==> config.mk <==
export PLATFORM = sky130hd
export DESIGN_NAME = mod_counter_ctrl_flat
export DESIGN_NICKNAME = d
export VERILOG_FILES = /design/src/rtl/mod_counter_ctrl_pkg.sv /design/src/rtl/mod_counter_ctrl_if.sv /design/src/rtl/mod_counter_core.sv /design/src/rtl/mod_counter_ctrl.sv /design/src/flat_wrapper.sv
export SDC_FILE = /design/constraint.sdc
export NUM_CORES = 1
export LEC_CHECK = 0
export BUFFER_PORTS_ARGS = -buffer_cell sky130_fd_sc_hd__buf_2
export CAP_MARGIN = 5
export CELL_PAD_IN_SITES_DETAIL_PLACEMENT = 1
export CELL_PAD_IN_SITES_GLOBAL_PLACEMENT = 1
export CORE_ASPECT_RATIO = 1.2
export CORE_MARGIN = 8
export CORE_UTILIZATION = 43
export DETAILED_ROUTE_END_ITERATION = 8
export PLACE_DENSITY = 0.75
export SLEW_MARGIN = 30
export SYNTH_ARGS = -nofsm -noshare
export SYNTH_HDL_FRONTEND = slang
export SYNTH_HIERARCHICAL = 1
export SYNTH_SLANG_ARGS = --single-unit
==> constraint.sdc <==
create_clock -name clk -period 2.6 [get_ports clk]
set_input_delay 0.78 -clock clk [delete_from_list [all_inputs] [get_ports clk]]
set_output_delay 0.78 -clock clk [all_outputs]
set_load 0.01 [all_outputs]
==> src/rtl/mod_counter_ctrl_pkg.sv <==
`default_nettype none
// ============================================================================
// Package     : mod_ctrl_pkg
// Description : Shared types and reset defaults for the modulo-N counter
//               sequencer (mod_counter_ctrl) and its counting core.
// Revision    : 1.0 - initial release
// ----------------------------------------------------------------------------
// Contents
//   state_e       sequencer state encoding (IDLE / RUN / PAUSE / DONE)
//   DEF_TERM      terminal value loaded at reset (modulus 7)
//   DEF_ROUNDS    round count loaded at reset
//   st_busy()     state is RUN or PAUSE
//   st_cfg_open() state accepts a new configuration (IDLE or DONE)
// ============================================================================
package mod_ctrl_pkg;

    typedef enum logic [1:0] {
        ST_IDLE  = 2'd0,
        ST_RUN   = 2'd1,
        ST_PAUSE = 2'd2,
        ST_DONE  = 2'd3
    } state_e;

    localparam int DEF_TERM   = 6;
    localparam int DEF_ROUNDS = 1;

    function automatic logic st_busy(input state_e s);
        return (s == ST_RUN) || (s == ST_PAUSE);
    endfunction

    function automatic logic st_cfg_open(input state_e s);
        return (s == ST_IDLE) || (s == ST_DONE);
    endfunction

endpackage : mod_ctrl_pkg
`default_nettype wire

==> src/rtl/mod_counter_ctrl_if.sv <==
`default_nettype none
// ============================================================================
// Interface   : mod_counter_ctrl_if
// Description : Config handshake, run controls and status of the modulo-N
//               counter sequencer, bundled for the control/test logic
//               (master) and the sequencer (slave).
// Revision    : 1.0 - initial release
// ----------------------------------------------------------------------------
// Signals
//   cfg_valid  m->s  config offer
//   cfg_ready  s->m  config accepted when cfg_valid & cfg_ready
//   cfg_term   m->s  terminal value = modulus-1 (0 is illegal)
//   cfg_rounds m->s  full cycles before done; 0 = free-running
//   start      m->s  start (IDLE) or resume (PAUSE)
//   stop       m->s  pause (RUN) or abort (PAUSE)
//   done_ack   m->s  clears done, returns to IDLE
//   dir        m->s  count direction, only with MODCTL_DOWN_EN defined
//   count      s->m  current count
//   wrap       s->m  terminal-count pulse
//   busy       s->m  RUN or PAUSE
//   done       s->m  DONE
//   err        s->m  last accepted config had cfg_term==0
// Configuration macro: MODCTL_DOWN_EN (adds dir)
// ============================================================================
interface mod_counter_ctrl_if #(
    parameter int WIDTH  = 3,
    parameter int RWIDTH = 4
);
    logic              cfg_valid;
    logic              cfg_ready;
    logic [WIDTH-1:0]  cfg_term;
    logic [RWIDTH-1:0] cfg_rounds;
    logic              start;
    logic              stop;
    logic              done_ack;
`ifdef MODCTL_DOWN_EN
    logic              dir;
`endif
    logic [WIDTH-1:0]  count;
    logic              wrap;
    logic              busy;
    logic              done;
    logic              err;

`ifdef MODCTL_DOWN_EN
    modport master (
        output cfg_valid, cfg_term, cfg_rounds, start, stop, done_ack, dir,
        input  cfg_ready, count, wrap, busy, done, err
    );
    modport slave (
        input  cfg_valid, cfg_term, cfg_rounds, start, stop, done_ack, dir,
        output cfg_ready, count, wrap, busy, done, err
    );
`else
    modport master (
        output cfg_valid, cfg_term, cfg_rounds, start, stop, done_ack,
        input  cfg_ready, count, wrap, busy, done, err
    );
    modport slave (
        input  cfg_valid, cfg_term, cfg_rounds, start, stop, done_ack,
        output cfg_ready, count, wrap, busy, done, err
    );
`endif

endinterface : mod_counter_ctrl_if
`default_nettype wire

==> src/rtl/mod_counter_core.sv <==
`default_nettype none
// ============================================================================
// Module      : mod_counter_core
// Description : Modulo-N count register. Sync clear, parallel load and an
//               enabled step that wraps at the terminal value in either
//               direction.
// Revision    : 1.0 - initial release
// ----------------------------------------------------------------------------
// Ports
//   clk        in   clock, rising edge
//   clr        in   asynchronous active-low reset
//   en_i       in   advance one step
//   sclr_i     in   synchronous clear to 0 (highest priority)
//   load_i     in   load load_val_i (beats en_i)
//   load_val_i in   value for load_i
//   term_i     in   terminal value (modulus-1)
//   down_i     in   1: count down, terminal is 0, wraps to term_i
//   count_o    out  current count
//   at_term_o  out  count is at the terminal point for the direction
// ============================================================================
module mod_counter_core #(
    parameter int WIDTH = 3
) (
    input  wire logic             clk,
    input  wire logic             clr,
    input  wire logic             en_i,
    input  wire logic             sclr_i,
    input  wire logic             load_i,
    input  wire logic [WIDTH-1:0] load_val_i,
    input  wire logic [WIDTH-1:0] term_i,
    input  wire logic             down_i,
    output logic      [WIDTH-1:0] count_o,
    output logic                  at_term_o
);

    localparam logic [WIDTH-1:0] C_ONE = WIDTH'(1);

    logic [WIDTH-1:0] count_q;
    logic [WIDTH-1:0] count_d;
    logic             at_term;

    // Up: terminal is term_i. Down: terminal is 0. A term of all ones
    // still works because the +1 rolls over to 0 on its own.
    assign at_term = down_i ? (count_q == '0) : (count_q == term_i);

    always_comb begin
        count_d = count_q;
        if (sclr_i) begin
            count_d = '0;
        end else if (load_i) begin
            count_d = load_val_i;
        end else if (en_i) begin
            if (down_i) begin
                count_d = at_term ? term_i : (count_q - C_ONE);
            end else begin
                count_d = at_term ? '0 : (count_q + C_ONE);
            end
        end
    end

    always_ff @(posedge clk or negedge clr) begin
        if (!clr) begin
            count_q <= '0;
        end else begin
            count_q <= count_d;
        end
    end

    assign count_o   = count_q;
    assign at_term_o = at_term;

endmodule : mod_counter_core
`default_nettype wire

==> src/rtl/mod_counter_ctrl.sv <==
`default_nettype none
// ============================================================================
// Module      : mod_counter_ctrl
// Description : Sequencer for a programmable modulo-N counter. Accepts a
//               modulus and round count over a valid/ready port, then starts,
//               pauses, stops and terminates the count. Pulses wrap at each
//               terminal count and holds done after the last round.
// Revision    : 1.0 - initial release
// ----------------------------------------------------------------------------
// Parameters
//   WIDTH     count width; modulus range 2..2**WIDTH
//   RWIDTH    round counter width
//   DEF_TERM  terminal value loaded at reset
// Ports
//   clk   in     clock, rising edge
//   clr   in     asynchronous active-low reset
//   bus   slave  mod_counter_ctrl_if (config, controls, status)
// Configuration macro
//   MODCTL_DOWN_EN  adds bus.dir, sampled when start leaves IDLE; dir=1
//                   counts down from term and wraps 0->term.
// ============================================================================
module mod_counter_ctrl #(
    parameter int WIDTH    = 3,
    parameter int RWIDTH   = 4,
    parameter int DEF_TERM = mod_ctrl_pkg::DEF_TERM
) (
    input  wire logic         clk,
    input  wire logic         clr,
    mod_counter_ctrl_if.slave bus
);

    import mod_ctrl_pkg::*;

    localparam logic [WIDTH-1:0]  C_DEF_TERM   = WIDTH'(DEF_TERM);
    localparam logic [RWIDTH-1:0] C_DEF_ROUNDS = RWIDTH'(mod_ctrl_pkg::DEF_ROUNDS);
    localparam logic [RWIDTH-1:0] C_R_ONE      = RWIDTH'(1);

    state_e            state_q;
    state_e            state_d;
    logic              busy_q;
    logic              done_q;
    logic              cfg_ready_q;

    logic [WIDTH-1:0]  term_q;
    logic [RWIDTH-1:0] rounds_q;
    logic [RWIDTH-1:0] rem_q;
    logic [RWIDTH-1:0] rem_d;
    logic              err_q;

    logic              core_en;
    logic              core_sclr;
    logic              core_load;
    logic [WIDTH-1:0]  core_load_val;
    logic [WIDTH-1:0]  count;
    logic              at_term;
    logic              down;
    logic              go;
    logic              cfg_fire;

    // stop beats start, so a simultaneous pair never launches from IDLE
    assign go       = bus.start && !bus.stop;
    assign cfg_fire = bus.cfg_valid && cfg_ready_q;

`ifdef MODCTL_DOWN_EN
    logic dir_q;

    always_ff @(posedge clk or negedge clr) begin
        if (!clr) begin
            dir_q <= 1'b0;
        end else if (state_q == ST_IDLE && go) begin
            dir_q <= bus.dir;
        end
    end

    // During the launch cycle the live dir selects the load value; the
    // sampled copy governs the rest of the run.
    assign down          = (state_q == ST_IDLE) ? bus.dir : dir_q;
    assign core_load_val = bus.dir ? term_q : '0;
`else
    assign down          = 1'b0;
    assign core_load_val = '0;
`endif

    mod_counter_core #(
        .WIDTH (WIDTH)
    ) u_core (
        .clk        (clk),
        .clr        (clr),
        .en_i       (core_en),
        .sclr_i     (core_sclr),
        .load_i     (core_load),
        .load_val_i (core_load_val),
        .term_i     (term_q),
        .down_i     (down),
        .count_o    (count),
        .at_term_o  (at_term)
    );

    // Next state and counter controls. The stop cycle in RUN does not step
    // the count, so a pause freezes exactly the value seen when stop hit.
    always_comb begin
        state_d   = state_q;
        rem_d     = rem_q;
        core_en   = 1'b0;
        core_sclr = 1'b0;
        core_load = 1'b0;
        case (state_q)
            ST_IDLE: begin
                if (go) begin
                    state_d   = ST_RUN;
                    core_load = 1'b1;
                    rem_d     = rounds_q;
                end
            end
            ST_RUN: begin
                if (bus.stop) begin
                    state_d = ST_PAUSE;
                end else begin
                    core_en = 1'b1;
                    // rem_q == 0 is free-running: never decremented
                    if (at_term && rem_q != '0) begin
                        rem_d = rem_q - C_R_ONE;
                        if (rem_q == C_R_ONE) begin
                            state_d   = ST_DONE;
                            core_sclr = 1'b1;
                        end
                    end
                end
            end
            ST_PAUSE: begin
                if (bus.stop) begin
                    state_d   = ST_IDLE;
                    core_sclr = 1'b1;
                    rem_d     = rounds_q;
                end else if (bus.start) begin
                    state_d = ST_RUN;
                end
            end
            ST_DONE: begin
                if (bus.done_ack) begin
                    state_d = ST_IDLE;
                    rem_d   = rounds_q;
                end
            end
            default: begin
                state_d   = ST_IDLE;
                core_sclr = 1'b1;
            end
        endcase
    end

    // State register with outputs registered from the next state
    always_ff @(posedge clk or negedge clr) begin
        if (!clr) begin
            state_q     <= ST_IDLE;
            rem_q       <= C_DEF_ROUNDS;
            busy_q      <= 1'b0;
            done_q      <= 1'b0;
            cfg_ready_q <= 1'b1;
        end else begin
            state_q     <= state_d;
            rem_q       <= rem_d;
            busy_q      <= st_busy(state_d);
            done_q      <= (state_d == ST_DONE);
            cfg_ready_q <= st_cfg_open(state_d);
        end
    end

    // A zero terminal would be modulus 1; reject it but keep the last
    // good setting so the counter stays usable.
    always_ff @(posedge clk or negedge clr) begin
        if (!clr) begin
            term_q   <= C_DEF_TERM;
            rounds_q <= C_DEF_ROUNDS;
            err_q    <= 1'b0;
        end else if (cfg_fire) begin
            if (bus.cfg_term == '0) begin
                err_q <= 1'b1;
            end else begin
                term_q   <= bus.cfg_term;
                rounds_q <= bus.cfg_rounds;
                err_q    <= 1'b0;
            end
        end
    end

    assign bus.cfg_ready = cfg_ready_q;
    assign bus.count     = count;
    assign bus.wrap      = (state_q == ST_RUN) && at_term;
    assign bus.busy      = busy_q;
    assign bus.done      = done_q;
    assign bus.err       = err_q;

endmodule : mod_counter_ctrl
`default_nettype wire

==> src/flat_wrapper.sv <==
// flat-port wrapper written by rule: the top's interface ports become plain ports
module mod_counter_ctrl_flat import mod_ctrl_pkg::*;
#(
    parameter int WIDTH    = 3,
    parameter int RWIDTH   = 4,
    parameter int DEF_TERM = mod_ctrl_pkg::DEF_TERM
)
  (clk, clr, bus_cfg_valid, bus_cfg_term, bus_cfg_rounds, bus_start, bus_stop, bus_done_ack, bus_cfg_ready, bus_count, bus_wrap, bus_busy, bus_done, bus_err);
  mod_counter_ctrl_if #(.WIDTH(WIDTH), .RWIDTH(RWIDTH)) bus_i ();
  input  wire logic clk;
  input  wire logic clr;
  input wire logic [$bits(bus_i.cfg_valid)-1:0] bus_cfg_valid;
  input wire logic [$bits(bus_i.cfg_term)-1:0] bus_cfg_term;
  input wire logic [$bits(bus_i.cfg_rounds)-1:0] bus_cfg_rounds;
  input wire logic [$bits(bus_i.start)-1:0] bus_start;
  input wire logic [$bits(bus_i.stop)-1:0] bus_stop;
  input wire logic [$bits(bus_i.done_ack)-1:0] bus_done_ack;
  output wire logic [$bits(bus_i.cfg_ready)-1:0] bus_cfg_ready;
  output wire logic [$bits(bus_i.count)-1:0] bus_count;
  output wire logic [$bits(bus_i.wrap)-1:0] bus_wrap;
  output wire logic [$bits(bus_i.busy)-1:0] bus_busy;
  output wire logic [$bits(bus_i.done)-1:0] bus_done;
  output wire logic [$bits(bus_i.err)-1:0] bus_err;
  assign bus_i.cfg_valid = bus_cfg_valid;
  assign bus_i.cfg_term = bus_cfg_term;
  assign bus_i.cfg_rounds = bus_cfg_rounds;
  assign bus_i.start = bus_start;
  assign bus_i.stop = bus_stop;
  assign bus_i.done_ack = bus_done_ack;
  assign bus_cfg_ready = bus_i.cfg_ready;
  assign bus_count = bus_i.count;
  assign bus_wrap = bus_i.wrap;
  assign bus_busy = bus_i.busy;
  assign bus_done = bus_i.done;
  assign bus_err = bus_i.err;
  mod_counter_ctrl #(.WIDTH(WIDTH), .RWIDTH(RWIDTH), .DEF_TERM(DEF_TERM)) u_core (.clk(clk), .clr(clr), .bus(bus_i));
endmodule
==> flow_summary.ini <==
[cts]
htree_num_levels = 1
clock_tree.buffer_depth = 2
post-cts-setup-buffers = 0
cts-root-buf = sky130_fd_sc_hd__clkbuf_4
clkTransAtPathRegs_ps = 120
clock-sinks = 20
clock_latency_late_sink_ps = 310
cts_hold_buffers = 0
cts-buffers-inserted = 3
cts-resized-gates = 0
cts_tree = done

[sta]
setup-tns-final_ps = 0
finalHoldWorstSlack_ps = 403
finalHoldViolations = 0
fin_crit_share = 0.945
maxClockFrequency_mhz = 407
clock_tree_skew_after_final_layout_ps = 1.87
worst-slew-pin-transition_ps = 501
grt_setup_unrepaired = no
number_of_setup_violations_in_the_final_report = 0
finalWorstPathRequiredPeriod_ps = 2460
maxSlewHeadroom = 0.666
slew_viol_final = 0

[logic_synthesis]
synth_seq_area_share = 0.373
post_synth.cell_area_avg_um2 = 9.50
ys_seq_elements = 20
share_of_synthesized_flip_flops_with_an_asynchronous_set_or_reset = 1.00
yosys_warnings = 6
syn_inst = 143
synthesis.area_mm2 = 0.00136
ys.flop_type = sky130_fd_sc_hd__dfrtp_1
netlist-cell-type-count = 47
synth-edff-count = 0

[drt]
drc = 0
initialDrtViolationCount = 55
post_route_ant_nets = 0
route.detailed.vias_per_inst = 5.51
wl_per_cell_um = 15.7
vias = 1162
detailedRoute.firstPassIterationCount = 4
detail_route.wirelength_um = 3320

[setup_path]
critical_path.cell_chain = inv_1 -> ha_1 -> and2_1 -> buf_2
critPathRequiredTime_ps = 1820
slowest_delay_ps = 480
critical_path.top_delay_family = adder cells
timing.critical_path.slowest_stage_cell = sky130_fd_sc_hd__ha_1
critical_path_capture_point_type = output pin
critPathKind = reg2out
crit_arrival_ps = 1680
worst_setup_path_start_kind = register
critical_path_buf_inv_count = 2
timing.critical_path.fanout_max = 14

[grt]
grt_start_max_net_pins = 21
grt_antenna_before_repair = 0
grt_ovf = 0
vias_in_the_first_global_route = 1300
global_routing_usage_summed_across_all_routing_layers = 0.137
global_route_wire_length_before_repair_um = 5740

[pwr]
switching_power_mw = 0.867
clk_network_pwr_share = 0.097
ir_drop_mv = 0.618
seq_power_share = 0.339
power_switching_share = 0.447
p_int_mw = 1.08
share_comb_of_total_power = 0.564
total_leakage_power_nw = 0.748
power_per_cell_area_mw_per_mm2 = 1240

[cells_and_area]
drive_above_1_share = 0.223
antennaDiodeCount = 0
final_nets = 201
finalCoreUtilization = 0.517
area_growth_pct = 15.2
instances_no_fill = 211

[place]
port_buffers = 20
place.detailed.hpwl_um = 2700
numPlacedInstances = 207
gp_congestion = 0.844

[worst_hold_path]
holdCritPathClass = in2async

[die]
die_h_um = 77.6
fp.coreArea_mm2 = 0.00303
initial_core_util = 0.449
die_w_um = 67.3
fp.dieArea_mm2 = 0.00522
placementRows = 22
io_pins = 21

[job]
cap_violations = 0

[status]
outcome = finished clean
## power groups by stage
| stage | registers (mW) | logic (mW) | clock network (mW) |
|---|---|---|---|
| finish | 0.658 | 1.10 | 0.189 |
| global placement | 0.656 | 1.04 | 0 |
| global route | 0.686 | 1.23 | 0.202 |
| detailed placement | 0.666 | 1.09 | 0 |
| floorplan | 0.649 | 0.791 | 0 |
| CTS | 0.658 | 1.10 | 0.195 |
## cell families after synthesis
logic type      share of synthesized area
simple gates                        0.192
compound gates                      0.210
flops                               0.373
buf+inv                            0.0506
fa+ha+maj                           0.110
xor+xnor                           0.0378
mux                                0.0230
other cells                       0.00276
## sequential cells by signal (all words and copies together), names as in the netlist
name / count
u_core/u_core/count_o: 3
u_core/rounds_q: 4
u_core/state_q: 2
u_core/term_q: 3
u_core/bus.err: 1
u_core/rem_q: 4
u_core/bus.done: 1
u_core/bus.cfg_ready: 1
u_core/bus.busy: 1
## worst reg2reg max path: stages, from the launching register on
cell	delay [ps]
sky130_fd_sc_hd__dfstp_2	570
sky130_fd_sc_hd__xnor2_1	140
sky130_fd_sc_hd__a41o_1	280
sky130_fd_sc_hd__nand2_1	70
sky130_fd_sc_hd__nor4_1	350
sky130_fd_sc_hd__nand2_1	150
sky130_fd_sc_hd__a21boi_0	400
sky130_fd_sc_hd__o22ai_1	170
## layer usage
| layer | up-vias | wire length [um] | GRT usage |
|---|---|---|---|
| li1 | 559 | - | - |
| met1 | 570 | 1450 | 0.160 |
| met2 | 29 | 1670 | 0.236 |
| met3 | 4 | 163 | 0.0316 |
| met4 | 0 | 36 | 0.0482 |
| met5 | - | 0 | 0 |
## path summary, 6_finish.rpt
kind	from	end	slack, ps	depth (start not counted)
max	u_core/state_q[1]$_DFF_PN0_	bus_wrap	140	4
min	clr	u_core/rounds_q[2]$_DFFE_PN0P_	400	1
max reg2reg	u_core/term_q[1]$_DFFE_PN1P_	u_core/u_core/count_o[2]$_DFFE_PN0P_	330	7
min reg2reg	u_core/rounds_q[0]$_DFFE_PN1P_	u_core/rounds_q[0]$_DFFE_PN1P_	480	2
max in group asynchronous	clr	u_core/term_q[2]$_DFFE_PN1P_	1860	1
min in group clk	u_core/rounds_q[0]$_DFFE_PN1P_	u_core/rounds_q[0]$_DFFE_PN1P_	480	2
## stage by stage
stage / setup WS [ps] / cell area, um2 / power (mW)
after floorplan: 705 / 1390 / 1.44
final: 142 / 1570 / 1.94
after detailed placement: 385 / 1530 / 1.76
after global routing: 3.61 / 1570 / 2.12
after CTS: 147 / 1570 / 1.96
after global placement: 419 / 1530 / 1.69
## cell usage in the layout, fill, tap and decap left out, types with 2 or more instances in the layout
master / Yosys / layout
sky130_fd_sc_hd__o21ai_0: 12 / 12
sky130_fd_sc_hd__o31ai_1: 2 / 2
sky130_fd_sc_hd__clkbuf_4: 0 / 3
sky130_fd_sc_hd__nor3_1: 2 / 2
sky130_fd_sc_hd__inv_1: 13 / 13
sky130_fd_sc_hd__buf_2: 1 / 20
sky130_fd_sc_hd__nor3b_1: 3 / 3
sky130_fd_sc_hd__ha_1: 12 / 12
sky130_fd_sc_hd__nand2b_1: 5 / 5
sky130_fd_sc_hd__dfrtp_1: 15 / 15
sky130_fd_sc_hd__xnor2_1: 3 / 3
sky130_fd_sc_hd__a21oi_1: 5 / 5
sky130_fd_sc_hd__dfstp_2: 5 / 5
sky130_fd_sc_hd__conb_1: 1 / 10
sky130_fd_sc_hd__nand3_1: 5 / 5
sky130_fd_sc_hd__a31oi_1: 5 / 5
sky130_fd_sc_hd__nand3b_1: 2 / 2
sky130_fd_sc_hd__nor2_1: 5 / 5
sky130_fd_sc_hd__nand2_1: 15 / 15
sky130_fd_sc_hd__nor2b_1: 2 / 2
sky130_fd_sc_hd__mux2i_1: 2 / 2
sky130_fd_sc_hd__a32o_1: 2 / 2
## layout make-up
type,count,area (um2)
fillers,393,1460
multi-input cells,116,817
repair buffers,21,108
inverters,14,52.6
clock buffers,4,36.3
flip-flops and latches,20,507
well taps,36,45.0
## synthesized netlist by cell type (all sizes together) (2+ instances only)
cell    number  area [um2]
a21oi        5        25.0
a221oi       2        35.0
a31oi        5        31.3
a32o         2        20.0
and2         2        15.0
buf          2        16.3
dfrtp       15         375
dfstp        5         131
ha          12         150
inv         14        52.6
mux2i        2        20.0
nand2       15        56.3
nand2b       6        45.0
nand3        5        25.0
nand3b       2        15.0
nor2         5        18.8
nor2b        2        12.5
nor3         2        10.0
nor3b        3        22.5
o21ai       14        73.8
o31ai        2        15.0
xnor2        4        42.6
Note: power is estimated with default switching activity, not from simulation.
